===== config.mk =====
export PLATFORM = sky130hd
export DESIGN_NAME = seg_scan_ctrl_flat
export DESIGN_NICKNAME = d
export VERILOG_FILES = /design/src/rtl/seg_scan_ctrl_if.sv /design/src/rtl/seg_scan_ctrl.sv /design/src/flat_wrapper.sv
export SDC_FILE = /design/constraint.sdc
export NUM_CORES = 1
export LEC_CHECK = 0
export ABC_AREA = 1
export CORE_UTILIZATION = 58
export CTS_BUF_LIST = sky130_fd_sc_hd__clkbuf_8 sky130_fd_sc_hd__clkbuf_16
export CTS_CLUSTER_SIZE = 16
export DETAILED_ROUTE_END_ITERATION = 12
export PLACE_DENSITY = 0.92
export SYNTH_ARGS = -nofsm -noshare
export SYNTH_HDL_FRONTEND = slang
export SYNTH_SLANG_ARGS = --single-unit

===== constraint.sdc =====
create_clock -name clk -period 5.9 [get_ports clk]
set_input_delay 1.18 -clock clk [delete_from_list [all_inputs] [get_ports clk]]
set_output_delay 1.18 -clock clk [all_outputs]
set_load 0.1 [all_outputs]

===== src/rtl/seg_scan_ctrl_if.sv =====
// seg_scan_ctrl_if: connects the timer/counter datapath and the LED pin side
// to the 7-segment scan controller.
//   data       hex nibbles, nibble i drives digit i (digit 0 = least significant)
//   dig_mask   1 = digit i may light
//   dp         1 = decimal point of digit i lit
//   lz_en      1 = leading-zero suppression on
//   led_en     active-low digit enables (at most one bit low)
//   led_seg    active-low segments, bit7 = dp, bits6:0 = g..a
//   frame_tick one-cycle pulse when a new frame is captured
// master = datapath/pin side, slave = scan controller.
interface seg_scan_ctrl_if #(
  parameter int unsigned N_DIG = 8
);
  logic [4*N_DIG-1:0] data;
  logic [N_DIG-1:0]   dig_mask;
  logic [N_DIG-1:0]   dp;
  logic               lz_en;
  logic [N_DIG-1:0]   led_en;
  logic [7:0]         led_seg;
  logic               frame_tick;

  modport master (
    output data, dig_mask, dp, lz_en,
    input  led_en, led_seg, frame_tick
  );

  modport slave (
    input  data, dig_mask, dp, lz_en,
    output led_en, led_seg, frame_tick
  );
endinterface


===== src/rtl/seg_scan_ctrl.sv =====
// seg_scan_ctrl: time-multiplexed scan controller for a common-anode
// 7-segment bank. Inputs are captured once per frame so a frame never mixes
// old and new digits; each digit slot starts with a blanking interval to
// suppress ghosting. All outputs are registered (one cycle behind cnt/idx).
// Ports:
//   clk  system clock
//   rst  synchronous, active-high reset
//   bus  seg_scan_ctrl_if slave modport (data/mask/dp/lz_en in, LED out)
module seg_scan_ctrl #(
  parameter int unsigned N_DIG     = 8,
  parameter int unsigned SCAN_DIV  = 100000,
  parameter int unsigned BLANK_CYC = 1000
) (
  input  logic           clk,
  input  logic           rst,
  seg_scan_ctrl_if.slave bus
);

  localparam int unsigned CNT_W = $clog2(SCAN_DIV);
  localparam int unsigned IDX_W = (N_DIG > 2) ? $clog2(N_DIG) : 1;
  localparam logic [CNT_W-1:0] CNT_LAST = CNT_W'(SCAN_DIV - 1);
  localparam logic [CNT_W-1:0] CNT_SHOW = CNT_W'(BLANK_CYC);
  localparam logic [IDX_W-1:0] IDX_LAST = IDX_W'(N_DIG - 1);

  typedef enum logic {
    PH_BLANK,
    PH_SHOW
  } phase_t;

  logic [CNT_W-1:0]   cnt;
  logic [IDX_W-1:0]   idx;

  // Frame registers
  logic [4*N_DIG-1:0] f_data;
  logic [N_DIG-1:0]   f_mask;
  logic [N_DIG-1:0]   f_dp;
  logic [N_DIG-1:0]   f_supp;

  phase_t             phase;
  logic               frame_end;
  logic [N_DIG-1:0]   supp_nxt;
  logic [3:0]         cur_nib;
  logic               cur_vis;
  logic [N_DIG-1:0]   en_nxt;
  logic [7:0]         seg_nxt;

  function automatic logic [6:0] hex7(input logic [3:0] n);
    case (n)
      4'h0: hex7 = 7'h3F;  4'h1: hex7 = 7'h06;
      4'h2: hex7 = 7'h5B;  4'h3: hex7 = 7'h4F;
      4'h4: hex7 = 7'h66;  4'h5: hex7 = 7'h6D;
      4'h6: hex7 = 7'h7D;  4'h7: hex7 = 7'h07;
      4'h8: hex7 = 7'h7F;  4'h9: hex7 = 7'h6F;
      4'hA: hex7 = 7'h77;  4'hB: hex7 = 7'h7C;
      4'hC: hex7 = 7'h39;  4'hD: hex7 = 7'h5E;
      4'hE: hex7 = 7'h79;  default: hex7 = 7'h71;
    endcase
  endfunction

  always_comb begin
    logic any_nz;
    phase     = (cnt < CNT_SHOW) ? PH_BLANK : PH_SHOW;
    frame_end = (cnt == CNT_LAST) && (idx == IDX_LAST);

    // Walk from the most significant digit down; a digit is suppressed
    // until the first non-zero nibble at or above it is seen. Digit 0 never is.
    any_nz   = 1'b0;
    supp_nxt = '0;
    for (int unsigned k = 0; k < N_DIG; k++) begin
      any_nz = any_nz | (|bus.data[4*(N_DIG-1-k) +: 4]);
      supp_nxt[N_DIG-1-k] = bus.lz_en & ~any_nz & (k != N_DIG - 1);
    end

    cur_nib = f_data[{idx, 2'b00} +: 4];
    cur_vis = f_mask[idx] & ~f_supp[idx];

    en_nxt  = '1;
    seg_nxt = '1;
    if (phase == PH_SHOW && cur_vis) begin
      en_nxt[idx] = 1'b0;
      seg_nxt     = {~f_dp[idx], ~hex7(cur_nib)};
    end
  end

  always_ff @(posedge clk) begin
    if (rst) begin
      cnt            <= '0;
      idx            <= '0;
      f_data         <= '0;
      f_mask         <= '0;
      f_dp           <= '0;
      f_supp         <= '0;
      bus.led_en     <= '1;
      bus.led_seg    <= '1;
      bus.frame_tick <= 1'b0;
    end else begin
      bus.frame_tick <= frame_end;
      bus.led_en     <= en_nxt;
      bus.led_seg    <= seg_nxt;
      if (cnt == CNT_LAST) begin
        cnt <= '0;
        if (idx == IDX_LAST) begin
          idx    <= '0;
          f_data <= bus.data;
          f_mask <= bus.dig_mask;
          f_dp   <= bus.dp;
          f_supp <= supp_nxt;
        end else begin
          idx <= idx + 1'b1;
        end
      end else begin
        cnt <= cnt + 1'b1;
      end
    end
  end

endmodule


===== src/flat_wrapper.sv =====
// flat-port wrapper written by rule: the top's interface ports become plain ports
module seg_scan_ctrl_flat 
#(
  parameter int unsigned N_DIG     = 8,
  parameter int unsigned SCAN_DIV  = 100000,
  parameter int unsigned BLANK_CYC = 1000
)
  (clk, rst, bus_data, bus_dig_mask, bus_dp, bus_lz_en, bus_led_en, bus_led_seg, bus_frame_tick);
  seg_scan_ctrl_if #(.N_DIG(N_DIG)) bus_i ();
  input  logic clk;
  input  logic rst;
  input wire logic [$bits(bus_i.data)-1:0] bus_data;
  input wire logic [$bits(bus_i.dig_mask)-1:0] bus_dig_mask;
  input wire logic [$bits(bus_i.dp)-1:0] bus_dp;
  input wire logic [$bits(bus_i.lz_en)-1:0] bus_lz_en;
  output wire logic [$bits(bus_i.led_en)-1:0] bus_led_en;
  output wire logic [$bits(bus_i.led_seg)-1:0] bus_led_seg;
  output wire logic [$bits(bus_i.frame_tick)-1:0] bus_frame_tick;
  assign bus_i.data = bus_data;
  assign bus_i.dig_mask = bus_dig_mask;
  assign bus_i.dp = bus_dp;
  assign bus_i.lz_en = bus_lz_en;
  assign bus_led_en = bus_i.led_en;
  assign bus_led_seg = bus_i.led_seg;
  assign bus_frame_tick = bus_i.frame_tick;
  seg_scan_ctrl #(.N_DIG(N_DIG), .SCAN_DIV(SCAN_DIV), .BLANK_CYC(BLANK_CYC)) u_core (.clk(clk), .rst(rst), .bus(bus_i));
endmodule

==> metrics.md <==
| Metric | Value |
|---|---|
| Worst Hold Class | flop to flop |
| Drt drc | 0 |
| Max Freq | 0.329 GHz |
| Max_cap viols | 0 |
| Largest area contributor in the netlist | dfxtp_1 |
| ANT cells | 0 |
| Largest net degree at the start of global routing | between 50 and 60 |
| Placed instance count | about 800 |
| Post-Synthesis Cells | 640 |
| Worst Tran Pin Value | 1.12 ns |
| Async SR Flop Fraction | 0% |
| Area of the die | around 7800 sq um |
| Synth area leaders | dfxtp_1, nand2_1, inv_1 |
| Bufs on Longest Clock Path | 2 |
| Post-cts sizing count | 0 |
| Clock-pin slew on the worst setup and hold paths | roughly 0.10 ns |
| Final hold slack | around 0.46 ns |
| Number of synthesized flops with an enable pin | 0 |
| Layout cells sized above 1 | 5.82% |
| Crit-path max FO | 1 |
| Synth top area share | around 43% |
| Leak pwr | 0.00223 uW |
| Number of clock sinks | 92 |
| Cell Rows | 31 |
| Post-Layout Cell Count | around 800 |
| Hold Buf Count CTS | 0 |
| Critical path data required time | ~4.7 ns |
| Flop-to-flop setup slack | between 3 and 4 ns |
| Worst reg2reg path startpoint | u_core.idx[0] |
| Final max-slew violation count | 0 |
| Drt total wl | about 11000 um |
| Crit path max-delay family | buffers and inverters |
| Final worst-path cycle share | between 50% and 60% |
| Cell Chain, Critical Path | clkdlybuf4s50_1 |
| Port Buffers | 67 |
| Pre-Repair DR Iteration Count | 6 |
| Min-delay src | u_core.f_data[4] |
| WHS Path Cells | 2 |
| Distinct cell type count after synthesis | 28 |
| Fillers | between 500 and 600 |
| Number of global-route vias before repair | 3947 |
| Clock Latency Late Sink | roughly 0.36 ns |
| Hold EP | u_core.f_data[4] |
| Total setup buffers inserted after CTS | 0 |
| Synthesis-to-finish area growth | 19.6% |
| Final-report hold violation count | 0 |
| Top-count cell post-synth | nand2_1 |
| Placer Congestion | approximately 0.89 |
| Routed Antenna Nets | 0 |
| Pwr Total | between 1000 and 1500 uW |
| Die height | roughly 88 um |
| Crit path launch type | flop |
| #FFs+latches synth | a little over 90 |
| PD cells | about 210 nW/um^2 |
| Reg-to-reg endpoint | u_core.bus.led_seg[1] |
| GRT overflow | 0 |
| RSZ-0062 raised after global routing | false |
| TritonCTS buffer count | 9 |
| WP buf/inv | 1 |
| Post-synth net total | 700 |
| Wire per inst | about 13 um |
| Final Critical Period | 3.04 ns |
| Worst Path Class, Setup | flop to output port |
| IO Count | 68 |
| Vias per inst | between 5 and 6 |
| Syn avg cell area | around 6.7 sq um |
| # setup viols final | 0 |
| Total track usage | between 20% and 30% |
| Max VDD drop | approximately 0.17 mV |
| Synth Cell Area | ~4300 sq um |
| Total number of vias | 4234 |
| Initial DRC count | between 300 and 400 |
| Ys Warns | 0 |
| FF-to-FF path depth | 13 |
| CTS Root Cell | clkbuf_8 |
| CP Capture Type | output port |
| Outcome | finished, final reports clean |
| Initial antenna violation count | 0 |
| # nets final | 759 |
| Slowest CP cell | clkdlybuf4s50_1 |
| Worst slew margin | 25.4% |
| Total number of H-tree levels | 3 |
| Initial Util | between 50 and 60% |
| Core footprint | 7210 sq um |
| Slowest stage delay, CP | about 1.2 ns |
| Worst Skew | ~0.013 ns |
| Seq/Total Area, Yosys | a little over two fifths |
| Hpwl dp | 7780 um |
| Most frequent cells after synthesis | nand2_1, dfxtp_1, inv_1 |
| CP arrival | between 1.5 and 2 ns |
| Predominant post-synthesis flop cell | dfxtp_1 |
| First-pass GRT wire length | between 15000 and 20000 um |
| Fin Setup TNS | 0 ns |
| CTS tree | done |
| Die W | slightly below 90 um |
[layout by cell type, fill, tap and decap left out]
cell             netlist  final
nand4_1                7      7
xor2_1                 5      5
inv_2                  7      7
nor2_4                 5      5
nor2_2                 2      2
o21ai_0               24     24
nand2_1              264    264
clkinv_4               0      1
bufinv_16              0      1
nor4_1                 1      1
nor3b_1                1      1
clkinv_2               0      2
nand3_1               41     41
clkdlybuf4s50_1        0     67
clkbuf_8               0      9
o22ai_1                2      2
clkinvlp_4             0      1
nor3_2                 1      1
inv_4                  1      1
inv_1                 60     60
nor2_1                54     54
buf_4                 12      1
nand3b_1               3      3
nor3_1                 7      7
a31oi_1                1      1
o21ai_1               13     13
a21oi_1               12     12
nand2_2                5      5
inv_6                  0      2
ha_1                   9      9
dfxtp_1               92     92
or2_2                  3      3
[cell type report]
type	instances	area, sq um	share of cell area [%]
flip-flops and latches	92	1840	35.7
inverters	68	258	4.99
multi-input cells	460	2060	40.0
repair buffers	68	678	13.1
well taps	99	124	2.40
clock inverters	7	73.8	1.43
clock buffers	9	124	2.40
[logic make-up after synthesis]
| family | count (synthesis) | share of synthesized area (%) |
|---|---|---|
| DFF | 92 | 42.7 |
| buffers and inverters | 88 | 9.56 |
| AOI/OAI and AO/OA | 52 | 6.11 |
| adders and majority gates | 9 | 2.61 |
| and+or+nand+nor | 394 | 38.0 |
| xor gates and xnor gates | 5 | 1.01 |
[how the worst max path moves through the flow]
stage | from | end | slack [ns] | cells past startpoint
6_report | u_core.bus.led_en[2] | bus_led_en[2] | 2.86 | 1
5_1_grt | u_core.bus.led_en[2] | bus_led_en[2] | 2.83 | 1
2_1_floorplan | u_core.bus.frame_tick | bus_frame_tick | 3.81 | 0
3_3_place_gp | rst | u_core.f_data[12] | 2.97 | 4
4_1_cts | u_core.bus.led_en[2] | bus_led_en[2] | 2.85 | 1
3_5_place_dp | rst | u_core.f_dp[7] | 2.93 | 4
[power breakdown]
group	switching, uW	total (uW)	internal (uW)
Sequential	1.09	623	622
Clock	229	427	198
Combinational	22.6	55.4	32.9
Total	252	1110	853
[layer usage]
layer  routed length [um]  track usage, %  vias up  share of wire, %
met5                    0               0        -                 0
met4                  348            13.8        0               3.2
met3                  763            3.73       33               7.1
met2                 5450            51.2      185                51
met1                 4220            32.6     1917                39
li1                     -               -     2099                 -
[worst min-delay path: stages, from the launching register on]
cell     delay [ns]
dfxtp_1        0.32
nand2_1        0.06
nand2_1        0.04
[flip-flops by register name, indices dropped and copies added, names as in the netlist]
name	flops
u_core.f_data	32
u_core.cnt	17
u_core.bus.led_en	8
u_core.bus.led_seg	8
u_core.f_dp	8
u_core.f_mask	8
u_core.f_supp	7
u_core.idx	3
u_core.bus.frame_tick	1
[stage by stage]
stage          area (sq um)  setup slack [ns]  utilization (%)
5_1_grt                5160              2.83             71.6
2_1_floorplan          4320              3.81                -
4_1_cts                5160              2.85             71.6
6_report               5160              2.86             71.6
3_3_place_gp           4960              2.97             68.8
3_5_place_dp           4960              2.93             68.8
(Power assumes the default switching activity.)
